===== src/rtl/menu_mem_pkg.sv =====
// Shared types for the MENU SDRAM scheduler: FSM states, write-queue entry, round-robin codes.
package menu_mem_pkg;

   localparam int MEM_AW = 23;

   typedef enum logic [1:0] {IDLE, WR, RD, WAIT} state_e;

   typedef struct packed {
      logic [MEM_AW-1:0] a;
      logic [1:0]        ds;
      logic [7:0]        d;
   } wq_entry_t;

   localparam logic RR_WR = 1'b0;
   localparam logic RR_RD = 1'b1;

   // Byte lane strobe {hi, lo} for a byte address LSB.
   function automatic logic [1:0] byte_ds(input logic lsb);
      return lsb ? 2'b10 : 2'b01;
   endfunction

endpackage


===== src/rtl/menu_mem_wfifo.sv =====
// Upload write queue: synchronous FIFO with occupancy count and a two-entry head peek.
module menu_mem_wfifo
   import menu_mem_pkg::*;
#(
   parameter int DEPTH = 8,
   localparam int PW = $clog2(DEPTH),
   localparam int CW = PW + 1
) (
   input  logic          clk_ram,
   input  logic          reset,
   input  logic          push_i,
   input  wq_entry_t     push_data_i,
   input  logic          pop_i,
   input  logic          pop2_i,
   output wq_entry_t     head0_o,
   output wq_entry_t     head1_o,
   output logic          full_o,
   output logic          empty_o,
   output logic [CW-1:0] count_o
);

   wq_entry_t     mem_q [DEPTH];
   logic [PW-1:0] wr_ptr_q, rd_ptr_q;
   logic [CW-1:0] count_q;
   logic          push_ok;
   logic [1:0]    n_pop;

   assign n_pop   = !pop_i ? 2'd0 : (pop2_i ? 2'd2 : 2'd1);
   // A pop in the same cycle frees the slot, so a push into a full queue is still taken.
   assign push_ok = push_i && (count_q != CW'(DEPTH) || pop_i);

   always_ff @(posedge clk_ram) begin
      if (reset) begin
         wr_ptr_q <= '0;
         rd_ptr_q <= '0;
         count_q  <= '0;
      end else begin
         if (push_ok) wr_ptr_q <= wr_ptr_q + PW'(1);
         rd_ptr_q <= rd_ptr_q + PW'(n_pop);
         count_q  <= count_q + CW'(push_ok) - CW'(n_pop);
      end
   end

   always_ff @(posedge clk_ram) begin
      if (push_ok) mem_q[wr_ptr_q] <= push_data_i;
   end

   assign head0_o = mem_q[rd_ptr_q];
   assign head1_o = mem_q[rd_ptr_q + PW'(1)];
   assign full_o  = (count_q == CW'(DEPTH));
   assign empty_o = (count_q == '0);
   assign count_o = count_q;

endmodule


===== src/rtl/menu_mem_arb.sv =====
// Shares one toggle-handshake SDRAM port between the BMP upload queue and the video line prefetcher.
// Define MENU_MEM_ARB_WRCOMBINE_EN to merge lo/hi byte pairs of one word into a single write.
module menu_mem_arb
   import menu_mem_pkg::*;
#(
   parameter int WQ_DEPTH   = 8,
   parameter int LINE_WORDS = 1024,
   parameter int AW         = MEM_AW
) (
   input  logic          clk_ram,
   input  logic          reset,
   input  logic          up_wr,
   input  logic [23:0]   up_addr,
   input  logic [7:0]    up_data,
   output logic          up_ovf,
   input  logic          line_req,
   input  logic [AW-1:0] line_base,
   output logic          line_busy,
   output logic          line_ovr,
   output logic          lb_we,
   output logic [9:0]    lb_addr,
   output logic [15:0]   lb_data,
   output logic          mem_req,
   input  logic          mem_ack,
   output logic          mem_we,
   output logic [AW-1:0] mem_a,
   output logic [1:0]    mem_ds,
   output logic [15:0]   mem_d,
   input  logic [15:0]   mem_q
);

   localparam int CW = $clog2(WQ_DEPTH) + 1;
   localparam int IW = $clog2(LINE_WORDS);
`ifdef MENU_MEM_ARB_WRCOMBINE_EN
   localparam bit WRCOMBINE = 1'b1;
`else
   localparam bit WRCOMBINE = 1'b0;
`endif

   wq_entry_t     wq_push_data, wq_head0, wq_head1;
   logic          wq_pop, wq_pop2, wq_full, wq_empty;
   logic [CW-1:0] wq_count;

   assign wq_push_data = '{a: up_addr[23:1], ds: byte_ds(up_addr[0]), d: up_data};

   menu_mem_wfifo #(.DEPTH(WQ_DEPTH)) u_wfifo (
      .clk_ram     (clk_ram),
      .reset       (reset),
      .push_i      (up_wr),
      .push_data_i (wq_push_data),
      .pop_i       (wq_pop),
      .pop2_i      (wq_pop2),
      .head0_o     (wq_head0),
      .head1_o     (wq_head1),
      .full_o      (wq_full),
      .empty_o     (wq_empty),
      .count_o     (wq_count)
   );

   state_e        state_q, state_d;
   logic          rr_q, rr_d, is_rd_q, is_rd_d;
   logic          mem_req_q, mem_req_d, mem_we_q, mem_we_d;
   logic [AW-1:0] mem_a_q, mem_a_d;
   logic [1:0]    mem_ds_q, mem_ds_d;
   logic [15:0]   mem_d_q, mem_d_d;
   logic          lb_we_q, lb_we_d;
   logic [9:0]    lb_addr_q, lb_addr_d;
   logic [15:0]   lb_data_q, lb_data_d;
   logic [IW-1:0] idx_q, idx_d;
   logic          act_q, act_d, pend_q, pend_d, ovr_q, ovr_d, ovf_q, ovf_d;
   logic [AW-1:0] base_q, base_d, pbase_q, pbase_d;
   logic          port_free, urgent, merge, line_done;

   assign port_free = (mem_ack == mem_req_q);
   assign urgent    = (wq_count >= CW'(WQ_DEPTH - 2));
   assign merge     = WRCOMBINE && wq_head0.ds == 2'b01 && wq_count >= CW'(2) &&
                      wq_head1.a == wq_head0.a && wq_head1.ds == 2'b10;

   always_comb begin
      state_d   = state_q;
      rr_d      = rr_q;
      is_rd_d   = is_rd_q;
      mem_req_d = mem_req_q;
      mem_we_d  = mem_we_q;
      mem_a_d   = mem_a_q;
      mem_ds_d  = mem_ds_q;
      mem_d_d   = mem_d_q;
      lb_we_d   = 1'b0;
      lb_addr_d = lb_addr_q;
      lb_data_d = lb_data_q;
      idx_d     = idx_q;
      act_d     = act_q;
      base_d    = base_q;
      pend_d    = pend_q;
      pbase_d   = pbase_q;
      ovr_d     = ovr_q;
      ovf_d     = ovf_q | (up_wr & wq_full & ~wq_pop);
      wq_pop    = 1'b0;
      wq_pop2   = 1'b0;
      line_done = 1'b0;

      case (state_q)
         IDLE: begin
            if (port_free) begin
               // A nearly full queue overrides the round-robin pointer.
               if (!wq_empty && (!act_q || urgent || rr_q == RR_WR)) begin
                  state_d = WR;
                  if (act_q) rr_d = RR_RD;
               end else if (act_q) begin
                  state_d = RD;
                  if (!wq_empty) rr_d = RR_WR;
               end
            end
         end
         WR: begin
            mem_req_d = ~mem_req_q;
            mem_we_d  = 1'b1;
            mem_a_d   = AW'(wq_head0.a);
            mem_ds_d  = wq_head0.ds;
            mem_d_d   = {wq_head0.d, wq_head0.d};
            wq_pop    = 1'b1;
            if (merge) begin
               mem_ds_d = 2'b11;
               mem_d_d  = {wq_head1.d, wq_head0.d};
               wq_pop2  = 1'b1;
            end
            is_rd_d = 1'b0;
            state_d = WAIT;
         end
         RD: begin
            mem_req_d = ~mem_req_q;
            mem_we_d  = 1'b0;
            mem_a_d   = base_q + AW'(idx_q);
            mem_ds_d  = 2'b11;
            is_rd_d   = 1'b1;
            state_d   = WAIT;
         end
         WAIT: begin
            if (port_free) begin
               state_d = IDLE;
               if (is_rd_q) begin
                  lb_we_d   = 1'b1;
                  lb_addr_d = 10'(idx_q);
                  lb_data_d = mem_q;
                  idx_d     = idx_q + IW'(1);
                  line_done = (idx_q == IW'(LINE_WORDS - 1));
               end
            end
         end
         default: state_d = IDLE;
      endcase

      // A finished line hands over to the pending request before a new one is considered.
      if (line_done) begin
         if (pend_q) begin
            base_d = pbase_q;
            idx_d  = '0;
            pend_d = 1'b0;
         end else begin
            act_d = 1'b0;
         end
      end
      if (line_req) begin
         if (!act_d) begin
            act_d  = 1'b1;
            base_d = line_base;
            idx_d  = '0;
         end else begin
            if (pend_d) ovr_d = 1'b1;
            pend_d  = 1'b1;
            pbase_d = line_base;
         end
      end
   end

   always_ff @(posedge clk_ram) begin
      if (reset) begin
         state_q   <= IDLE;
         rr_q      <= RR_WR;
         is_rd_q   <= 1'b0;
         mem_req_q <= 1'b0;
         mem_we_q  <= 1'b0;
         mem_a_q   <= '0;
         mem_ds_q  <= '0;
         mem_d_q   <= '0;
         lb_we_q   <= 1'b0;
         lb_addr_q <= '0;
         lb_data_q <= '0;
         idx_q     <= '0;
         act_q     <= 1'b0;
         base_q    <= '0;
         pend_q    <= 1'b0;
         pbase_q   <= '0;
         ovr_q     <= 1'b0;
         ovf_q     <= 1'b0;
      end else begin
         state_q   <= state_d;
         rr_q      <= rr_d;
         is_rd_q   <= is_rd_d;
         mem_req_q <= mem_req_d;
         mem_we_q  <= mem_we_d;
         mem_a_q   <= mem_a_d;
         mem_ds_q  <= mem_ds_d;
         mem_d_q   <= mem_d_d;
         lb_we_q   <= lb_we_d;
         lb_addr_q <= lb_addr_d;
         lb_data_q <= lb_data_d;
         idx_q     <= idx_d;
         act_q     <= act_d;
         base_q    <= base_d;
         pend_q    <= pend_d;
         pbase_q   <= pbase_d;
         ovr_q     <= ovr_d;
         ovf_q     <= ovf_d;
      end
   end

   assign up_ovf    = ovf_q;
   assign line_busy = act_q | lb_we_q;
   assign line_ovr  = ovr_q;
   assign lb_we     = lb_we_q;
   assign lb_addr   = lb_addr_q;
   assign lb_data   = lb_data_q;
   assign mem_req   = mem_req_q;
   assign mem_we    = mem_we_q;
   assign mem_a     = mem_a_q;
   assign mem_ds    = mem_ds_q;
   assign mem_d     = mem_d_q;

endmodule


===== config.mk =====
export PLATFORM = sky130hd
export DESIGN_NAME = menu_mem_arb
export DESIGN_NICKNAME = d
export VERILOG_FILES = /design/src/rtl/menu_mem_pkg.sv /design/src/rtl/menu_mem_wfifo.sv /design/src/rtl/menu_mem_arb.sv
export SDC_FILE = /design/constraint.sdc
export NUM_CORES = 1
export LEC_CHECK = 0
export BUFFER_PORTS_ARGS = -buffer_cell sky130_fd_sc_hd__buf_2
export CAP_MARGIN = 0
export CORE_ASPECT_RATIO = 0.7
export CORE_MARGIN = 5
export CORE_UTILIZATION = 45
export DETAILED_ROUTE_END_ITERATION = 6
export PLACE_DENSITY = 0.68
export RECOVER_POWER = 100
export SYNTH_ARGS = -nofsm -noshare
export SYNTH_HDL_FRONTEND = slang
export SYNTH_HIERARCHICAL = 1
export SYNTH_SLANG_ARGS = --single-unit

===== constraint.sdc =====
create_clock -name clk_ram -period 4.4 [get_ports clk_ram]
set_clock_uncertainty 0.1 [all_clocks]
set_input_delay 0.88 -clock clk_ram [delete_from_list [all_inputs] [get_ports clk_ram]]
set_output_delay 0.88 -clock clk_ram [all_outputs]
set_load 0.05 [all_outputs]

==> summary.txt, run 1 <==
Outcome
  – Run status: complete, but fails checks
  – Failing checks: max-capacitance violations, max-slew violations

Timing
  – RSZ-0062 raised after global routing: false
  – Post-route minimum period: roughly 3700 ps
  – Post-route fraction of the period consumed by the critical path: a little over four fifths
  – Hold Vio Cnt, Final: 0
  – # setup viols final: 0
  – Slew at the pin closest to its max-slew limit: ~2600 ps
  – Pins Over Slew Limit: 184
  – Total Negative Setup Slacks: 0 ps
  – Headroom to the max-slew limit: -75.3%
  – Peak Freq: approximately 270 MHz

Worst setup path
  – Arrival time at the worst endpoint: slightly below 4000 ps
  – Critical path startpoint: u_wfifo/rd_ptr_q[0]
  – Critical path fanouts, max: 39
  – Crit Reg-Reg Endpoint: mem_a[21]
  – Sort of element at the start of the critical path: register
  – Cell breakdown of the critical path: clkbuf_1, mux4_2, mux2_1, a22oi_1, o22ai_1
  – Number of cells on the worst reg-to-reg path: 5
  – Crit-path slowest cell: sky130_fd_sc_hd__dfxtp_1
  – Endpoint of the worst setup timing path: mem_a[21]
  – Count of buffering cells on the critical path with inverters included: 1
  – Stages on the worst setup path: 5
  – Worst Setup Path Type: register to register
  – Capturing element type of the critical path: register
  – Worst EP required: 4650 ps
  – Internal reg-to-reg setup slack: approximately 710 ps
  – Kind of cell adding the most delay to the critical path: flip-flops
  – RR Startpoint: u_wfifo/rd_ptr_q[0]
  – Worst stage delay on the critical path: 1710 ps

Yosys
  – Mean post-synth cell area: 14.8 um2
  – Combined area of all synthesized cells: between 15000 and 20000 um2
  – Count of mapped cells out of synthesis: 1116
  – Syn. warnings: 6

Floorplan
  – Area of the placeable core: 36100 um2
  – Y dimension of the die: about 170 um
  – Total Die Area: 40800 um2
  – Io pins: roughly 150
  – Effective utilization at floorplan: between 40% and 50%
  – Standard-cell row count: 58
  – Die X: 239 um

Clock tree
  – Number of clock buffers inserted by TritonCTS: 40
  – Clock-pin slew on the worst setup and hold paths: about 60 ps
  – Clk sinks: 400
  – Clock tree from TritonCTS: built
  – Post-CTS repair timing setup buffer count: 0
  – Clock latency on the worst-skew pair: around 540 ps
  – Post-cts repair resize count: 0
  – Deepest clock path buffer count: 3
  – Number of buffers inserted for hold repair after clock tree synthesis: 0
  – Root buf cell: sky130_fd_sc_hd__clkbuf_16
  – Maximum level of the CTS H-tree: 2

Global routing
  – Pin count of the biggest net entering global routing: 57
  – Global-route wire length before repair: ~57000 um
  – Number of antenna violations at the first check in global routing: 6
  – Overall fraction of global-route tracks in use: roughly 18%
  – Grt total ovfl: 0
  – Via count of the first global-routing pass: between 9k and 10k

Placement
  – Final GP Congestion: approximately 0.84
  – Port buffer count: roughly 150
  – Cell count after placement: 1701
  – Post-detailed-placement half-perimeter wirelength: approximately 24000 um

Min path
  – Hold Startpoint: lb_data[7]
  – Tightest Hold Check Type: register to register

Power and ir drop
  – Peak supply drop: between 0.2 and 0.3 mV
  – Power density relative to cell area: around 550 nW/um2
  – Leakage: roughly 6 nW

Route
  – DR iter-0 viols: 913
  – DRC violations left: 0
  – Met3 routed wirelength: 2660 um
  – Number of vias after detailed routing: between 9k and 10k
  – Length of routed wiring on met1: ~16000 um
  – DR WL met2: 17500 um
  – Number of nets with antenna violations after routing: 0
  – DRT Pass-1 Iters: 5
  – Routed vias/inst: between 5 and 6
  – Average wire per cell in the routed design: 21.0 um
  – Total detailed-routing wirelength: around 37000 um
  – Highest routing layer actually used: met5

Final layout
  – Fill cell count: a little over 3k
  – Final cell count without fillers: about 1.8k
  – Total number of nets in the final design: 1366
  – Most common cell after layout, fill and taps aside: sky130_fd_sc_hd__edfxtp_1
  – Final core utilization: between 50% and 60%
  – Leading cell types in the layout, fill and taps excluded: 264 x sky130_fd_sc_hd__edfxtp_1, 134 x sky130_fd_sc_hd__dfxtp_1, 120 x sky130_fd_sc_hd__clkbuf_1
  – Multi-input gate area: around 5200 um2
  – P&R area growth vs syn: 12.5%
  – Fraction of final layout cells sized beyond drive strength 1: 17.2%
  – Footprint of the flip-flops and latches: between 10000 and 15000 um2

Run
  – Number of max-cap violations: 5
-- how the worst min path moves through the flow --
stage / end / slack [ps] / cells after the start
4_1_cts: lb_data[7] / 350 / 2
6_report: lb_data[7] / 350 / 2
3_3_place_gp: lb_data[2] / 340 / 2
2_1_floorplan: pbase_q[0] / 340 / 2
5_1_grt: lb_data[7] / 370 / 2
3_5_place_dp: lb_data[7] / 340 / 2
-- sequential cells by signal (all words and copies together), names as in the netlist, 3 cells and up --
register,flops
u_wfifo/mem_q,264
base_q,23
mem_a,23
pbase_q,23
lb_data,16
idx_q,10
lb_addr,10
mem_d,8
u_wfifo/count_o,4
u_wfifo/rd_ptr_q,3
u_wfifo/wr_ptr_q,3
-- final cells by class --
cell class,instances,share of cell area (%)
Antenna cell,2,0.0269
Clock buffer,50,5.79
Multi-Input combinational cell,627,28.0
Sequential cell,400,57.2
Timing Repair Buffer,173,4.02
Tap cell,480,3.22
Inverter,21,0.423
Clock inverter,22,1.34
-- worst reg2reg max path, cell delays in order (launching register included) --
cell and delay, ps:
sky130_fd_sc_hd__dfxtp_1 1710, sky130_fd_sc_hd__clkbuf_1 720, sky130_fd_sc_hd__mux4_2 410, sky130_fd_sc_hd__mux2_1 320
sky130_fd_sc_hd__a22oi_1 160, sky130_fd_sc_hd__o22ai_1 100
-- power by group --
part           switching, mW  internal, mW
clock                   1.42          1.99
sequential             0.271          4.32
combinational           1.38         0.834
-- routing by layer --
| metal | vias to the layer above | GRT usage (%) |
|---|---|---|
| met4 | 8 | 4.39 |
| met1 | 4868 | 25.3 |
| met2 | 287 | 28.6 |
| li1 | 4498 | - |
| met3 | 50 | 4.31 |
| met5 | - | 0 |
-- stage by stage --
step           hold slack, ps  setup slack, ps  area [um2]  power, mW
4_1_cts                   351             1000       19000       10.4
6_report                  353              708       18600       10.2
5_1_grt                   369              460       18600       10.7
3_3_place_gp              338             1130       17700       6.98
2_1_floorplan             336              514       16600       6.45
3_5_place_dp              343             1020       17700       7.02
Power figures use the tool's default switching activity.
==> inputs of run 2 (changes only) <==
- clock period: 4.4 -> 3.2 ns (I/O delays scaled with it)
==> summary.txt, run 2 (synthesis results as in run 1) <==
Timing
  – Total Negative Setup Slacks: 0 ps (unchanged)
  – Final Worst Setup Slack: 206 ps (-502 ps)
  – # setup viols final: 0 (unchanged)
  – Peak Freq: 334 MHz (+23%)
  – Hold Vio Cnt, Final: 0 (unchanged)
  – Post-route fraction of the period consumed by the critical path: 93.6% (+9.6 points)
  – Headroom to the max-slew limit: 9.43% (+85 points)
  – RSZ-0062 raised after global routing: false
  – Worst hold slack after final layout: 239 ps (-115 ps)
  – Pins Over Slew Limit: 0 (-100%)
  – Slew at the pin closest to its max-slew limit: 1360 ps (-1270 ps)
  – Post-route minimum period: 2990 ps (-698 ps)

Route
  – Average wire per cell in the routed design: 21.2 um (+1.0%)
  – Number of nets with antenna violations after routing: 0 (unchanged)
  – Total detailed-routing wirelength: 37900 um (+1.4%)
  – DRC violations left: 0 (unchanged)
  – DR iter-0 viols: 598 (-35%)
  – Number of vias after detailed routing: 9719 (+0.082%)
  – Routed vias/inst: 5.45 (-0.31%)
  – DRT Pass-1 Iters: 5 (unchanged)

Clock tree
  – Post-CTS repair timing setup buffer count: 0 (unchanged)
  – Post-cts repair resize count: 0 (unchanged)
  – Root buf cell: sky130_fd_sc_hd__clkbuf_16
  – Number of clock buffers inserted by TritonCTS: 40 (unchanged)
  – Clock latency on the worst-skew pair: 540 ps (about the same)
  – Deepest clock path buffer count: 3 (unchanged)
  – Maximum level of the CTS H-tree: 2 (unchanged)
  – Number of buffers inserted for hold repair after clock tree synthesis: 0 (unchanged)
  – Clk sinks: 400 (unchanged)
  – Clock-pin slew on the worst setup and hold paths: 60 ps (about the same)
  – Clock tree from TritonCTS: built

Worst setup path
  – Arrival time at the worst endpoint: 2930 ps (-1010 ps)
  – Sort of element at the start of the critical path: register
  – Count of buffering cells on the critical path with inverters included: 3 (+2)
  – Cell breakdown of the critical path: inv_1, ha_1, or4b_2, nand2_1, buf_4, nor3_1, clkbuf_2
  – Kind of cell adding the most delay to the critical path: simple AND/OR/NAND/NOR gates
  – Worst stage delay on the critical path: 730 ps (-980 ps)
  – Capturing element type of the critical path: register
  – Worst EP required: 3140 ps (-1510 ps)
  – Worst Setup Path Type: register to register
  – RR Startpoint: state_q[1]
  – Critical path fanouts, max: 33 (-15%)
  – Critical path startpoint: state_q[1]
  – Crit-path slowest cell: sky130_fd_sc_hd__or4b_2

Placement
  – Port buffer count: 148 (unchanged)
  – Cell count after placement: 1711 (+0.59%)
  – Worst setup timing slack at the placement stage: 264 ps (-756 ps)
  – Final GP Congestion: 0.853 (+1.7%)
  – Post-detailed-placement half-perimeter wirelength: 24800 um (+3.0%)

Floorplan
  – Effective utilization at floorplan: 45.8% (unchanged)
  – Area of the placeable core: 36100 um2 (unchanged)
  – Io pins: 149 (unchanged)
  – Total Die Area: 40800 um2 (unchanged)
  – Y dimension of the die: 170 um (unchanged)
  – Standard-cell row count: 58 (unchanged)
  – Die X: 239 um (unchanged)

Final layout
  – Diodes inserted: 0 (-2)
  – Final cell count without fillers: 1782 (+0.39%)
  – P&R area growth vs syn: 13.0%
  – Max reg flops: 264 (unchanged)
  – Most common cell after layout, fill and taps aside: sky130_fd_sc_hd__edfxtp_1
  – Register with the highest flop count: u_wfifo/mem_q
  – Leading cell types in the layout, fill and taps excluded: 264 x sky130_fd_sc_hd__edfxtp_1, 133 x sky130_fd_sc_hd__dfxtp_1, 128 x sky130_fd_sc_hd__clkbuf_1
  – Fraction of final layout cells sized beyond drive strength 1: 17.8% (+0.65 points)
  – Total number of nets in the final design: 1376 (+0.73%)
  – Fill cell count: 3018 (-1.0%)

Global routing
  – Overall fraction of global-route tracks in use: 18.2% (+0.25 points)
  – Number of antenna violations at the first check in global routing: 6 (unchanged)
  – Global-route wire length before repair: 57300 um (+1.2%)
  – Via count of the first global-routing pass: 9577 (+0.58%)
  – Grt total ovfl: 0 (unchanged)
  – Pin count of the biggest net entering global routing: 63 (+11%)

Power and ir drop
  – Total power of the final layout: 13.9 mW (+36%)
  – Power density relative to cell area: 744 nW/um2 (+36%)
  – Peak supply drop: 0.440 mV (+59%)
  – Leakage: 6.12 nW (+0.37%)

Min path
  – Hold Startpoint: mem_q[8]
  – Tightest Hold Check Type: input port to register

Run
  – Number of max-cap violations: 0 (-5)

Outcome
  – Run status: complete, no violations
-- run 2: layer usage --
| metal | global-route usage [%] | up-vias | share of wire [%] |
|---|---|---|---|
| met5 | 0 | - | 0.24 |
| met4 | 3.52 | 12 | 1.3 |
| met3 | 4.33 | 50 | 7.2 |
| met2 | 28.7 | 269 | 47 |
| met1 | 26.3 | 4876 | 45 |
| li1 | - | 4512 | - |
-- run 2: area by class of cell --
cell class	instances	area, um2	share of cell area (%)
clock buffer	59	1100	5.90
clock inverter	12	139	0.742
inverter	21	78.8	0.421
multi-input combinational	627	5250	28.1
sequential	400	10700	57.0
tap	480	601	3.21
timing repair buffer	183	877	4.69
-- run 2: per-stage QoR --
step	utilization (%)	instance area (um2)
floorplan	-	16600
global placement	49.4	17800
detailed placement	49.4	17800
CTS	52.8	19100
global route	51.8	18700
finish	51.8	18700
-- run 2: power breakdown --
group	total (mW)	internal [mW]	switching [mW]	leakage, nW
Combinational	3.16	1.20	1.97	2.01
Sequential	6.27	5.94	0.332	3.51
Clock	4.48	2.57	1.91	0.604
-- run 2: worst paths after layout --
path	endpoint	slack (ps)	cells after the start
setup / recovery	u_wfifo/mem_q[3][7]	210	7
setup reg to reg	u_wfifo/mem_q[3][7]	210	7
hold reg to reg	lb_data[15]	350	2
hold / removal	lb_data[8]	240	3
-- run 2: worst min-delay path: stages --
cell and delay (ps):
sky130_fd_sc_hd__buf_2 90, sky130_fd_sc_hd__nand2_1 40, sky130_fd_sc_hd__a21oi_1 50
==> inputs of run 3 (changes only) <==
- ABC_AREA: not set -> 1
==> summary.txt, run 3 <==
Floorplan
  – Effective utilization at floorplan: 45.4% (-0.41 points)
  – Io pins: 149 (unchanged)
  – Y dimension of the die: 180 um (+5.6%)
  – Standard-cell row count: 62 (+6.9%)
  – Die X: 253 um (+5.7%)
  – Total Die Area: 45600 um2 (+12%)
  – Area of the placeable core: 41000 um2 (+13%)

Timing
  – Slew at the pin closest to its max-slew limit: 1150 ps (-210 ps)
  – Pins Over Slew Limit: 0 (unchanged)
  – # setup viols final: 0 (unchanged)
  – Total Negative Setup Slacks: 0 ps (unchanged)
  – Hold Vio Cnt, Final: 0 (unchanged)
  – RSZ-0062 raised after global routing: false
  – Post-route minimum period: 2790 ps (-205 ps)
  – Peak Freq: 359 MHz (+7.4%)
  – Headroom to the max-slew limit: 23.4% (+14 points)
  – Post-route fraction of the period consumed by the critical path: 87.1% (-6.4 points)

Final layout
  – Fraction of final layout cells sized beyond drive strength 1: 6.69% (-11 points)
  – Max reg flops: 264 (unchanged)
  – P&R area growth vs syn: 13.0% (about the same)
  – Register with the highest flop count: u_wfifo/mem_q
  – Layout Cell Area excl Fill: 21000 um2 (+12%)
  – Total number of nets in the final design: 2420 (+76%)
  – Most common cell after layout, fill and taps aside: sky130_fd_sc_hd__nand2_1
  – Leading cell types in the layout, fill and taps excluded: 745 x sky130_fd_sc_hd__nand2_1, 371 x sky130_fd_sc_hd__inv_1, 264 x sky130_fd_sc_hd__edfxtp_1

Worst setup path
  – RR Startpoint: state_q[1]
  – Crit Reg-Reg Endpoint: u_wfifo/mem_q[6][28]
  – Sort of element at the start of the critical path: register
  – Critical Path Most Common Cell: sky130_fd_sc_hd__inv_1
  – Worst stage delay on the critical path: 840 ps (+110 ps)
  – Worst Setup Path Type: register to register
  – Count of buffering cells on the critical path with inverters included: 3 (unchanged)
  – Stages on the worst setup path: 7 (unchanged)
  – Worst EP required: 3270 ps (+130 ps)
  – Number of cells on the worst reg-to-reg path: 7 (unchanged)
  – Capturing element type of the critical path: register
  – Kind of cell adding the most delay to the critical path: buffers and inverters
  – Crit-path slowest cell: sky130_fd_sc_hd__clkbuf_2
  – Cell breakdown of the critical path: inv_1, ha_1, inv_1, nand3_1, nand3b_1, nor2_4, clkbuf_2
  – Arrival time at the worst endpoint: 2860 ps (-70 ps)
  – Critical path fanouts, max: 33 (unchanged)
  – Internal reg-to-reg setup slack: 410 ps (+210 ps)

Clock tree
  – Clock tree from TritonCTS: built
  – Root buf cell: sky130_fd_sc_hd__clkbuf_16
  – Clk sinks: 400 (unchanged)
  – Deepest clock path buffer count: 3 (unchanged)
  – Clock latency on the worst-skew pair: 560 ps (+20 ps)
  – Post-cts repair resize count: 0 (unchanged)
  – Maximum level of the CTS H-tree: 2 (unchanged)
  – Post-CTS repair timing setup buffer count: 0 (unchanged)
  – Number of clock buffers inserted by TritonCTS: 42 (+5.0%)
  – Clock-pin slew on the worst setup and hold paths: 60 ps (about the same)
  – Number of buffers inserted for hold repair after clock tree synthesis: 0 (unchanged)

Route
  – Number of nets with antenna violations after routing: 0 (unchanged)
  – Number of vias after detailed routing: 14.3k (+47%)
  – Average wire per cell in the routed design: 15.8 um (-26%)
  – Total detailed-routing wirelength: 45700 um (+21%)
  – DRC violations left: 0 (unchanged)
  – DRT Pass-1 Iters: 6 (+1)
  – Routed vias/inst: 4.93 (-9.6%)
  – DR iter-0 viols: 1103 (+84%)

Global routing
  – Overall fraction of global-route tracks in use: 19.5% (+1.3 points)
  – Grt total ovfl: 0 (unchanged)
  – Number of antenna violations at the first check in global routing: 5 (-1)
  – Via count of the first global-routing pass: 13.6k (+42%)
  – Pin count of the biggest net entering global routing: 133 (+110%)
  – Global-route wire length before repair: 72200 um (+26%)

Min path
  – Tightest Hold Check Type: input port to register
  – Worst-case hold path end point: base_q[14]
  – Number of stages on the worst hold path: 3 (unchanged)
  – Hold Startpoint: line_base[14]

Power and ir drop
  – Internal power: 9.74 mW (+0.37%)
  – Sw Share: 33.3% (+3.1 points)
  – Leakage: 9.41 nW (+54%)
  – Combinational share of power: 23.9% (+1.2 points)
  – Peak supply drop: 0.436 mV (-0.99%)
  – Power density relative to cell area: 696 nW/um2 (-6.4%)
  – Sequential group share of total power: 42.9% (-2.2 points)
  – Part of the total power dissipated in the clock network: 33.2% (+1.0 points)
  – Switching component of the power: 4.87 mW (+16%)

Yosys
  – Count of mapped cells out of synthesis: 2202 (+97%)
  – Syn. warnings: 6 (unchanged)
  – Mean post-synth cell area: 8.45 um2 (-43%)
  – Combined area of all synthesized cells: 18600 um2 (+12%)

Placement
  – Post-detailed-placement half-perimeter wirelength: 29600 um (+19%)
  – Port buffer count: 148 (unchanged)
  – DP Area: 19800 um2 (+11%)
  – Final GP Congestion: 0.876 (+2.7%)

Outcome
  – Run status: complete, no violations

Run
  – Number of max-cap violations: 0 (unchanged)
run 3: worst max-delay path by stage:
stage / from / to
after floorplan: state_q[1] / u_wfifo/mem_q[1][0]
after global placement: state_q[1] / u_wfifo/count_o[2]
after detailed placement: state_q[1] / u_wfifo/mem_q[3][0]
after CTS: state_q[1] / u_wfifo/mem_q[3][7]
after global routing: state_q[1] / u_wfifo/mem_q[6][12]
final: state_q[1] / u_wfifo/mem_q[6][28]
run 3: area by class of cell:
| type | instances | area, um2 |
|---|---|---|
| fillers | 3813 | 20000 |
| flip-flops and latches | 400 | 10700 |
| multi-input cells | 1319 | 6010 |
| inverters | 376 | 1410 |
| clock buffers | 63 | 1190 |
| repair buffers | 178 | 868 |
| well taps | 544 | 681 |
| clock inverters | 12 | 179 |
| diodes | 2 | 5.00 |
run 3: power by group through the flow:
stage	clock, mW	combinational (mW)	sequential (mW)
after floorplan	0	2.02	6.89
after global placement	0	3.51	6.35
after global routing	5.19	3.86	6.31
after CTS	4.96	3.59	6.26
final	4.86	3.49	6.26
after detailed placement	0	3.57	6.36
run 3: tightest hold or removal path, stage by stage:
cell                     delay [ps]
sky130_fd_sc_hd__buf_2           90
sky130_fd_sc_hd__nor2_1          40
sky130_fd_sc_hd__nor2_1          80
run 3: metal layers:
metal	GRT usage, %	part of all wire, %	vias to the layer above
met5	0	0.088	-
met2	30.6	45	371
li1	-	-	7116
met1	27.4	46	6699
met4	6.39	2.9	6
met3	4.01	6.4	82
run 3: through the flow:
step / hold slack, ps / total power, mW / cells / util [%] / setup slack, ps
2_1_floorplan: 344 / 8.91 / 2203 / - / 130
3_3_place_gp: 336 / 9.86 / 2817 / 48.4 / 808
3_5_place_dp: 347 / 9.93 / 2817 / 48.4 / 771
4_1_cts: 213 / 14.8 / 2892 / 51.7 / 761
5_1_grt: 214 / 15.4 / 2894 / 51.3 / 280
6_report: 230 / 14.6 / 2894 / 51.3 / 411
